`config.mk`:
```
export PLATFORM = sky130hd
export DESIGN_NAME = hid_event_queue
export DESIGN_NICKNAME = d
export VERILOG_FILES = /design/src/rtl/hid_event_queue.sv
export SDC_FILE = /design/constraint.sdc
export NUM_CORES = 1
export LEC_CHECK = 0
export ABC_AREA = 0
export BUFFER_PORTS_ARGS = -buffer_cell sky130_fd_sc_hd__buf_2
export CORE_ASPECT_RATIO = 0.9
export CORE_MARGIN = 4
export CORE_UTILIZATION = 50
export CTS_CLUSTER_DIAMETER = 60
export CTS_CLUSTER_SIZE = 16
export DETAILED_ROUTE_END_ITERATION = 12
export GPL_TIMING_DRIVEN = 0
export PLACE_DENSITY_LB_ADDON = 0.25
export SLEW_MARGIN = 30
export SYNTH_ARGS = -nofsm -noshare
export SYNTH_HDL_FRONTEND = slang
export SYNTH_SLANG_ARGS = --single-unit
```
`constraint.sdc`:
```
create_clock -name clk_i -period 7.2 [get_ports clk_i]
set_input_delay 0.36 -clock clk_i [delete_from_list [all_inputs] [get_ports clk_i]]
set_output_delay 0.36 -clock clk_i [all_outputs]
set_load 0.005 [all_outputs]
```
`src/rtl/hid_event_queue.sv`:
```
// Multi-channel HID event FIFO: one inferred-RAM queue per channel behind a
// 64-bit register window (DATA / STATUS / CTRL per channel, 32-byte stride).

module hid_evq_chan #(
    parameter int DATA_W = 32,
    parameter int DEPTH  = 16,
    parameter bit EDGE   = 1'b0
) (
    input  logic                     clk_i,
    input  logic                     rst_ni,
    input  logic                     ev_valid_i,
    input  logic [DATA_W-1:0]        ev_data_i,
    input  logic                     pop_i,
    input  logic                     flush_i,
    input  logic                     clr_ovf_i,
    input  logic                     irqen_we_i,
    input  logic                     irqen_i,
    output logic [DATA_W-1:0]        head_o,
    output logic                     empty_o,
    output logic                     full_o,
    output logic [$clog2(DEPTH):0]   level_o,
    output logic [15:0]              ovf_o,
    output logic                     irq_en_o
);
    localparam int PW = $clog2(DEPTH);
    localparam int LW = PW + 1;

    logic [DATA_W-1:0] mem [DEPTH];
    logic [PW-1:0]     head_q, head_d, tail_q, tail_d;
    logic [LW-1:0]     level_q, level_d;
    logic [15:0]       ovf_q, ovf_d;
    logic              valid_q, irq_en_q, irq_en_d;
    logic              push, do_push, do_pop, ovf_inc;

    assign empty_o  = (level_q == '0);
    assign full_o   = (level_q == LW'(DEPTH));
    assign head_o   = mem[head_q];
    assign level_o  = level_q;
    assign ovf_o    = ovf_q;
    assign irq_en_o = irq_en_q;

    always_comb begin
        push     = EDGE ? (ev_valid_i & ~valid_q) : ev_valid_i;
        do_pop   = pop_i & ~empty_o;
        // A pop in the same cycle frees the slot, so a push at full still lands.
        do_push  = push & ~flush_i & (~full_o | do_pop);
        ovf_inc  = push & ~flush_i & full_o & ~do_pop;
        head_d   = head_q;
        tail_d   = tail_q;
        level_d  = level_q;
        ovf_d    = ovf_q;
        irq_en_d = irqen_we_i ? irqen_i : irq_en_q;
        if (flush_i) begin
            head_d  = '0;
            tail_d  = '0;
            level_d = '0;
        end else begin
            if (do_pop)  head_d = head_q + 1'b1;
            if (do_push) tail_d = tail_q + 1'b1;
            level_d = level_q + LW'(do_push) - LW'(do_pop);
        end
        if (clr_ovf_i)                      ovf_d = '0;
        else if (ovf_inc && ovf_q != 16'hFFFF) ovf_d = ovf_q + 16'd1;
    end

    always_ff @(posedge clk_i or negedge rst_ni) begin
        if (!rst_ni) begin
            head_q   <= '0;
            tail_q   <= '0;
            level_q  <= '0;
            ovf_q    <= '0;
            valid_q  <= 1'b0;
            irq_en_q <= 1'b0;
        end else begin
            head_q   <= head_d;
            tail_q   <= tail_d;
            level_q  <= level_d;
            ovf_q    <= ovf_d;
            valid_q  <= ev_valid_i;
            irq_en_q <= irq_en_d;
        end
    end

    always_ff @(posedge clk_i) begin
        if (do_push) mem[tail_q] <= ev_data_i;
    end
endmodule

module hid_event_queue #(
    parameter int               NCHAN     = 2,
    parameter int               DATA_W    = 32,
    parameter int               DEPTH     = 16,
    parameter logic [NCHAN-1:0] EDGE_MASK = NCHAN'(2'b01)
) (
    input  logic                    clk_i,
    input  logic                    rst_ni,
    input  logic [NCHAN-1:0]        ev_valid_i,
    input  logic [NCHAN*DATA_W-1:0] ev_data_i,
    input  logic                    hid_en,
    input  logic [7:0]              hid_we,
    input  logic [19:0]             hid_addr,
    input  logic [63:0]             hid_wrdata,
    output logic [63:0]             hid_rddata,
    output logic                    irq_o
);
    localparam int CW = (NCHAN > 1) ? $clog2(NCHAN) : 1;
    localparam int LW = $clog2(DEPTH) + 1;
    localparam logic [CW:0] NCH = (CW+1)'(NCHAN);

    logic [NCHAN-1:0][DATA_W-1:0] head;
    logic [NCHAN-1:0][LW-1:0]     level;
    logic [NCHAN-1:0][15:0]       ovf;
    logic [NCHAN-1:0]             empty, full, irq_en, pop, ctrl_wr;
    logic [CW-1:0]                sel;
    logic [1:0]                   rsel;
    logic                         bus_rd, bus_wr, sel_ok;
    logic [63:0]                  rddata_q, rddata_d;
    logic                         irq_q, irq_d;
    logic                         unused_bits;

    assign sel    = hid_addr[5 +: CW];
    assign rsel   = hid_addr[4:3];
    assign sel_ok = ({1'b0, sel} < NCH);
    assign bus_wr = hid_en & (|hid_we);
    assign bus_rd = hid_en & ~(|hid_we);
    assign unused_bits = ^{hid_addr[2:0], hid_addr[19:5+CW], hid_wrdata[63:3]};

    for (genvar i = 0; i < NCHAN; i++) begin : g_chan
        assign pop[i]     = bus_wr & sel_ok & (sel == CW'(i)) & (rsel == 2'd0);
        assign ctrl_wr[i] = bus_wr & sel_ok & (sel == CW'(i)) & (rsel == 2'd2);

        hid_evq_chan #(
            .DATA_W (DATA_W),
            .DEPTH  (DEPTH),
            .EDGE   (EDGE_MASK[i])
        ) u_chan (
            .clk_i      (clk_i),
            .rst_ni     (rst_ni),
            .ev_valid_i (ev_valid_i[i]),
            .ev_data_i  (ev_data_i[i*DATA_W +: DATA_W]),
            .pop_i      (pop[i]),
            .flush_i    (ctrl_wr[i] & hid_wrdata[0]),
            .clr_ovf_i  (ctrl_wr[i] & hid_wrdata[2]),
            .irqen_we_i (ctrl_wr[i]),
            .irqen_i    (hid_wrdata[1]),
            .head_o     (head[i]),
            .empty_o    (empty[i]),
            .full_o     (full[i]),
            .level_o    (level[i]),
            .ovf_o      (ovf[i]),
            .irq_en_o   (irq_en[i])
        );
    end

    always_comb begin
        rddata_d = '0;
        if (bus_rd && sel_ok) begin
            for (int i = 0; i < NCHAN; i++) begin
                if (sel == CW'(i)) begin
                    case (rsel)
                        2'd0: begin
                            // RAM is uninitialised after reset, so mask the payload while empty.
                            rddata_d[63] = empty[i];
                            rddata_d[DATA_W-1:0] = empty[i] ? '0 : head[i];
                        end
                        2'd1: begin
                            rddata_d[0]     = empty[i];
                            rddata_d[1]     = full[i];
                            rddata_d[16:8]  = 9'(level[i]);
                            rddata_d[47:32] = ovf[i];
                        end
                        2'd2:    rddata_d[1] = irq_en[i];
                        default: rddata_d = '0;
                    endcase
                end
            end
        end
        irq_d = |(irq_en & ~empty);
    end

    always_ff @(posedge clk_i or negedge rst_ni) begin
        if (!rst_ni) begin
            rddata_q <= '0;
            irq_q    <= 1'b0;
        end else begin
            rddata_q <= rddata_d;
            irq_q    <= irq_d;
        end
    end

    assign hid_rddata = rddata_q;
    assign irq_o      = irq_q;
endmodule

```
==> results of run 1 <==
[worst min-delay path by stage]
stage / end / cells after the start / startpoint
2_1_floorplan: g_chan[0].u_chan.head_q[0] / 0 / rst_ni
3_3_place_gp: g_chan[0].u_chan.valid_q / 1 / ev_valid_i[0]
3_5_place_dp: g_chan[0].u_chan.ovf_o[11] / 1 / rst_ni
4_1_cts: g_chan[1].u_chan.tail_q[0] / 3 / ev_valid_i[1]
5_1_grt: g_chan[0].u_chan.mem[4][31] / 1 / ev_data_i[31]
6_report: g_chan[1].u_chan.tail_q[0] / 3 / ev_valid_i[1]
[stage by stage]
stage                     utilization  hold WS, ns  setup TNS (ns)
final                           0.568       0.0507               0
after global routing            0.568       0.0472               0
after CTS                       0.568      0.00728               0
after detailed placement        0.536        0.386               0
after global placement          0.528        0.499         -326.19
after floorplan                     -       0.0644               0
[tightest hold or removal path: stages]
cell and delay (ns):
buf_2 0.16, nand3_1 0.10, a21oi_1 0.06
[cells by family (layout without fill, tap and decap cells)]
group / count (synthesis) / count (layout) / share of synthesized area
AOI/OAI and AO/OA: 243 / 243 / 0.0346
xor gates and xnor gates: 13 / 13 / 0.00253
adders and majority gates: 30 / 30 / 0.00868
buffers and inverters: 168 / 509 / 0.0170
DFF: 1135 / 1135 / 0.746
muxes: 386 / 386 / 0.155
other: 1 / 18 / 0.0000834
and+or+nand+nor: 305 / 305 / 0.0369
[repair_timing]
action,4_1_cts,5_1_grt
gates resized for setup,0,0
hold buffers,5,0
hold endpoints to repair,74,0
[cell type report]
| class | count | area [µm²] |
|---|---|---|
| clock buffer | 128 | 2460 |
| multi-input combinational | 992 | 10800 |
| inverter | 34 | 128 |
| antenna | 3 | 7.51 |
| clock inverter | 26 | 360 |
| buffer | 134 | 643 |
| fill | 6636 | 38600 |
| tap | 1166 | 1460 |
| timing repair buffer | 187 | 1300 |
| sequential | 1135 | 33500 |
[state kept, by name, indices dropped and copies added, names as in the netlist]
register / flops
g_chan.u_chan.tail_q: 8
g_chan.u_chan.level_o: 10
g_chan.u_chan.head_q: 8
g_chan.u_chan.ovf_o: 32
g_chan.u_chan.mem: 1024
hid_rddata: 49
g_chan.u_chan.valid_q: 1
g_chan.u_chan.irq_en_o: 2
irq_o: 1
[cell usage in the layout (no fill, tap or decap), types with 6 or more instances in the layout]
cell / count
mux2i_1: 85
nand2_1: 44
mux4_2: 241
o31ai_1: 22
a21oi_1: 102
and3_1: 7
o22ai_1: 31
nor2_1: 97
clkbuf_1: 91
buf_12: 15
a22oi_1: 27
clkbuf_16: 92
buf_2: 194
or2_2: 7
conb_1: 15
buf_1: 19
mux2_2: 60
edfxtp_1: 1024
or3_1: 7
o21ai_0: 10
or4_1: 19
dfrtp_1: 111
nand4_1: 9
xnor2_1: 7
xor2_1: 6
and2_4: 24
ha_1: 28
o211ai_1: 10
inv_1: 33
nand3_1: 30
and4_1: 8
buf_4: 19
[report_power, final]
part / leakage (µW) / switching, µW / internal (µW)
Combinational: 0.00466 / 2660 / 1920
Sequential: 0.0107 / 169 / 7640
Clock: 0.00135 / 2300 / 2560
[routing by layer]
layer  GRT usage  up-vias
li1            -     9871
met5           0        -
met2       0.358     1011
met3      0.0426      170
met1       0.350    12400
met4      0.0612        4
[Yosys cell counts (all sizes together), types with 22 or more instances]
library cell and n:
mux4 241, clkbuf 62, nand2 45, mux2i 85
a21oi 104, nand3 30, o31ai 22, nor2 98
edfxtp 1024, inv 33, buf 72, dfrtp 111
ha 28, a22oi 27, o22ai 31, mux2 60
and2 30
==> flow_summary_export.csv, run 1 <==
group,metric,value,unit
cts,clk_pin_slew,0.07,ns
timing,worst_slew_margin_rel,0.333,
setup_path,worstSetupEndpointType,"flip-flop",
placed_design,dp_hpwl,69.7,mm
setup_path,critical_path_class,"flip-flop to flip-flop",
timing,tightest_slew,1.00,ns
floorplanning,ios,226,
setup_path,worst_path_most_repeated_cell,"buf_2",
timing,slew_violations,0,
grt,grt_pass1_wl,161,mm
setup_path,endpoint,"g_chan[1].u_chan.mem[3][20]",
timing,hold_violations,0,
logic_synthesis,synth_top_area_cell,"edfxtp_1",
cells_and_area,instances_no_fill,3805,
route,routed-wl-met3,8.81,mm
pwr,total_power,17200,µW
timing,fin_crit_sh,0.538,
run,max_cap_violations,0,
floorplanning,row_count,104,
cts,cts_tree,"done",
setup_path,slowest_stage,"nor4_2",
route,drt_wl_total,109,mm
route,drt_iter0_drc,2676,
setup_path,path_cells,"inv_1 > ha_1 > or4b_1 > nand3_1 > o21ai_1 > nand2_1 > nor4_2 > buf_2 > buf_2 > buf_2 > buf_2",
setup_path,crit_buf_inv,5,
placed_design,port_buffers,131,
setup_path,max_stage_delay,0.58,ns
grt,grt_usage,0.233,
timing,finalSetupViolCount,0,
route,drtPass1Iterations,5,
setup_path,r2r_cells,11,
logic_synthesis,synth.area.top_cells,"edfxtp_1, mux4_2, dfrtp_1, mux2i_1, mux2_2",
logic_synthesis,synth_edf_count,1024,
route,via_per_inst,6.16,
grt,gr-total-overflow,0,
timing,rsz0062_at_grt,"false",
logic_synthesis,netlist_instances,2281,
cells_and_area,postLayoutCellArea,0.0507,mm²
logic_synthesis,seq_area_frac_synth,0.746,
cts,worstSkewPairLatency,0.68,ns
route,dr_wl_met2,51.2,mm
grt,antenna_found_initial,10,
setup_path,worstSetupStartpointType,"flip-flop",
grt,grt_max_degree,71,
placed_design,placed_cell_area,0.0478,mm²
floorplanning,die-area,0.0948,mm²
setup_path,r2r-start,"g_chan[1].u_chan.level_o[2]",
timing,layout_setup_ws,3.33,ns
setup_path,r2r_slack,3.33,ns
floorplanning,core_area,0.0893,mm²
floorplanning,die_w,324,µm
timing,fin_crit,3.87,ns
placed_design,pre_cts_ws,3.44,ns
cts,cts.sinks,1135,
setup_path,critPathArrivalTime,4.23,ns
route,met1_length,46.1,mm
setup_path,cp_num_cells,11,
logic_synthesis,ys_ff_latch,1135,
run_status,status,"finished clean",
route,highest_layer,"met5",
cells_and_area,syn2layout_area_growth,12.7,%
logic_synthesis,netlist_area,0.0450,mm²
cts,clock-root-buffer,"clkbuf_16",
logic_synthesis,synthArstFlopShare,0.0978,
setup_path,cp.required,7.56,ns
pwr,power.leakage,0.0167,µW
cts,cts_buffers,89,
placed_design,place_congestion,0.866,
route,vias,23400,
grt,grt_pass1_vias,23900,
logic_synthesis,syn_avg_cell_area,19.7,µm²
cells_and_area,layout.nets,2764,
route,drtAntennaViolNets,0,
route,wl_per_cell,28.6,µm
pwr,power_density,340,mW/mm²
logic_synthesis,synth-main-ff-cell,"edfxtp_1",
setup_path,r2r-end,"g_chan[1].u_chan.mem[3][20]",
floorplanning,chipHeight,293,µm
cts,htreeDepth,3,
setup_path,critPathMaxFanout,6,
setup_path,critical_path.startpoint,"g_chan[1].u_chan.level_o[2]",
cts,clockBufferDepth,3,
cells_and_area,drive_gt1_frac,0.272,
logic_synthesis,yosys.cell_types.count,78,
placed_design,post-place-cells,3643,
setup_path,crit_family,"simple AND/OR/NAND/NOR gates",
logic_synthesis,synth_top_cell_area_share,0.684,
logic_synthesis,yosysWarnings,0,
cts,post_cts_buffers,0,
route,route.detailed.drc,0,
timing,finalClockSkew,0.0373,ns
min_path,worstHoldPathType,"input port to flip-flop",
timing,max_freq,258,MHz
pwr,irDropWorstVdd,0.191,mV
floorplanning,initial_utilization,0.504,
No activity file was read; power rests on OpenSTA's default activity.
==> inputs of run 2 (changes only) <==
Clock period 7.2 ns to 3.6 ns, I/O delays scaled along.
==> run 2 against run 1 <==
Against the previous run:
- critical path depth fell by 3
- wire length fell by 0.26%
- sequential share of layout area fell by 0.61 points
- via count rose by 0.17%
- global-route usage fell by 0.10 points
- count of clock-buffer cells in the layout fell by 8
- non-clock buffer count rose by 48
- final cell count rose by 1.0%
- register-to-register slack got worse by 3.2 ns
- critical endpoint is now hid_rddata[2]
- largest power group unchanged
- highest routed layer unchanged
==> flow_summary_export.csv, run 2 (synthesis gave the netlist of run 1 again) <==
group,metric,value,unit
floorplanning,row_count,104,
route,route.detailed.drc,0,
placed_design,dp_hpwl,68.9,mm
pwr,p_clk_frac,0.275,
timing,tightest_slew,0.994,ns
route,drt_iter0_drc,2612,
timing,worst_slew_margin_rel,0.337,
grt,grt_pass1_wl,161,mm
route,dr_wl_met2,51.9,mm
setup_path,path_cells,"clkbuf_1 > clkbuf_1 > buf_2 > mux4_2 > mux2i_1 > nor2_1 > a21oi_1 > o22ai_1",
run_status,status,"finished clean",
setup_path,r2r-start,"g_chan[1].u_chan.head_q[0]",
route,drtPass1Iterations,6,
floorplanning,die_w,324,µm
cells_and_area,syn2layout_area_growth,13.8,%
timing,max_freq,284,MHz
setup_path,worst_path_most_repeated_cell,"clkbuf_1",
cells_and_area,largest_reg_flops,1024,
grt,grt_pass1_vias,23900,
setup_path,crit_family,"buffers and inverters",
min_path,worstHoldPathType,"input port to flip-flop",
run,max_cap_violations,0,
setup_path,endpoint,"hid_rddata[2]",
floorplanning,initial_utilization,0.504,
cells_and_area,layout_common_cells,"edfxtp_1, mux4_2, buf_2",
setup_path,slowest_stage,"mux4_2",
grt,gr-total-overflow,0,
route,drt_wl_total,109,mm
pwr,comb_power_share,0.273,
timing,finalSetupViolCount,0,
pwr,total_power,34500,µW
cts,clk_pin_slew,0.07,ns
setup_path,r2r-end,"hid_rddata[2]",
cts,clockBufferDepth,3,
cells_and_area,regMostFlops,"g_chan.u_chan.mem",
floorplanning,die-area,0.0948,mm²
floorplanning,core_area,0.0893,mm²
cts,clock-root-buffer,"clkbuf_16",
pwr,p_sw,10400,µW
pwr,irDropWorstVdd,0.449,mV
route,routed-wl-met3,8.22,mm
timing,finalClockSkew,0.0217,ns
timing,fin_crit,3.52,ns
grt,grt_usage,0.232,
cts,post_cts_buffers,0,
floorplanning,ios,226,
timing,slew_violations,0,
cts,worstSkewPairLatency,0.66,ns
setup_path,worstSetupEndpointType,"flip-flop",
cts,cts_tree,"done",
cells_and_area,instances_no_fill,3844,
pwr,power_density,675,mW/mm²
timing,whs,0.0455,ns
setup_path,crit_buf_inv,3,
timing,rsz0062_at_grt,"false",
cells_and_area,layout.nets,2810,
pwr,p_int,24100,µW
floorplanning,chipHeight,293,µm
setup_path,critical_path_class,"flip-flop to flip-flop",
cts,htreeDepth,3,
placed_design,placed_cell_area,0.0477,mm²
cells_and_area,drive_gt1_frac,0.262,
route,highest_layer,"met5",
placed_design,place_congestion,0.858,
pwr,p_seq_frac,0.452,
cts,cts.sinks,1135,
grt,grt_max_degree,77,
grt,antenna_found_initial,6,
setup_path,cp_num_cells,8,
pwr,p_sw_frac,0.301,
pwr,power.leakage,0.0169,µW
route,via_per_inst,6.11,
route,wl_per_cell,28.2,µm
timing,hold_violations,0,
setup_path,max_stage_delay,0.57,ns
placed_design,port_buffers,131,
cts,cts_buffers,87,
setup_path,critPathMaxFanout,10,
route,met1_length,45.8,mm
setup_path,critical_path.startpoint,"g_chan[1].u_chan.head_q[0]",
cells_and_area,postLayoutCellArea,0.0512,mm²
setup_path,r2r_cells,8,
route,vias,23500,
timing,fin_crit_sh,0.978,
setup_path,r2r_slack,0.08,ns
placed_design,post-place-cells,3623,
setup_path,worstSetupStartpointType,"flip-flop",
cells_and_area,final_common_cell,"edfxtp_1",
setup_path,cp.required,4.05,ns
setup_path,critPathArrivalTime,3.97,ns
route,drtAntennaViolNets,0,
==> run 2: cell types whose count changed in the layout (fill, tap and decap cells not counted), moves of 3 or more <==
cell and delta:
buf_12 -3, buf_2 -29, clkbuf_16 -3, clkbuf_1 -8, nor4b_4 +3, clkinv_2 +3, buf_4 +13, dlygate4sd3_1 +67
==> run 2: layout make-up <==
class                           count  area, µm²
Inverter                           34        128
Multi-Input combinational cell    992      10900
Sequential cell                  1135      33500
Buffer                            134        648
Clock buffer                      120       2370
Antenna cell                        3       7.51
Fill cell                        6683      38100
Timing Repair Buffer              235       1820
Clock inverter                     25        324
Tap cell                         1166       1460
==> run 2: stage by stage <==
| stage | setup WS, ns | util | TNS, ns |
|---|---|---|---|
| 2_1_floorplan | -0.183 | - | -21.49 |
| 3_3_place_gp | -2.78 | 0.528 | -798.32 |
| 3_5_place_dp | -0.0544 | 0.534 | -0.0918 |
| 4_1_cts | 0.0213 | 0.573 | 0 |
| 5_1_grt | 0.00713 | 0.573 | 0 |
| 6_report | 0.0791 | 0.573 | 0 |
==> run 2: power by group through the flow <==
stage | registers, µW | clock network, µW | logic [µW]
6_report | 15600 | 9510 | 9420
4_1_cts | 15600 | 9650 | 9480
5_1_grt | 15700 | 10200 | 10100
3_5_place_dp | 15900 | 0 | 9370
2_1_floorplan | 15800 | 0 | 6070
3_3_place_gp | 15900 | 0 | 9040
==> run 2: layer usage <==
metal | up-vias | GRT usage
li1 | 9944 | -
met1 | 12400 | 0.340
met2 | 943 | 0.368
met3 | 154 | 0.0413
met4 | 6 | 0.0580
met5 | - | 0
==> run 2: worst reg2reg max path, delay by kind of cell, from the launching register on <==
kind                   cells  cell delay [ns]
buffers and inverters      3             1.27
AOI/OAI and AO/OA          2             0.86
muxes                      2             0.77
DFF                        1             0.36
and+or+nand+nor            1             0.06
==> run 2: how the worst min path moves through the flow <==
stage / start / to / slack (ns) / cells past startpoint
CTS: hid_addr[5] / g_chan[1].u_chan.head_q[3] / 0.009 / 5
floorplan: rst_ni / g_chan[0].u_chan.head_q[0] / -0.12 / 0
global placement: ev_valid_i[0] / g_chan[0].u_chan.valid_q / 0.32 / 1
finish: hid_addr[5] / g_chan[1].u_chan.head_q[3] / 0.05 / 5
global route: hid_addr[5] / g_chan[1].u_chan.head_q[3] / 0.06 / 5
detailed placement: rst_ni / g_chan[0].u_chan.ovf_o[12] / 0.08 / 1
==> run 2: what timing repair did <==
action                     in CTS  in global routing
hold buffers                   73                  0
hold endpoints to repair     1153                  0
cloned                          0                  0
resized for setup               2                  8
setup endpoints to repair       2                 10
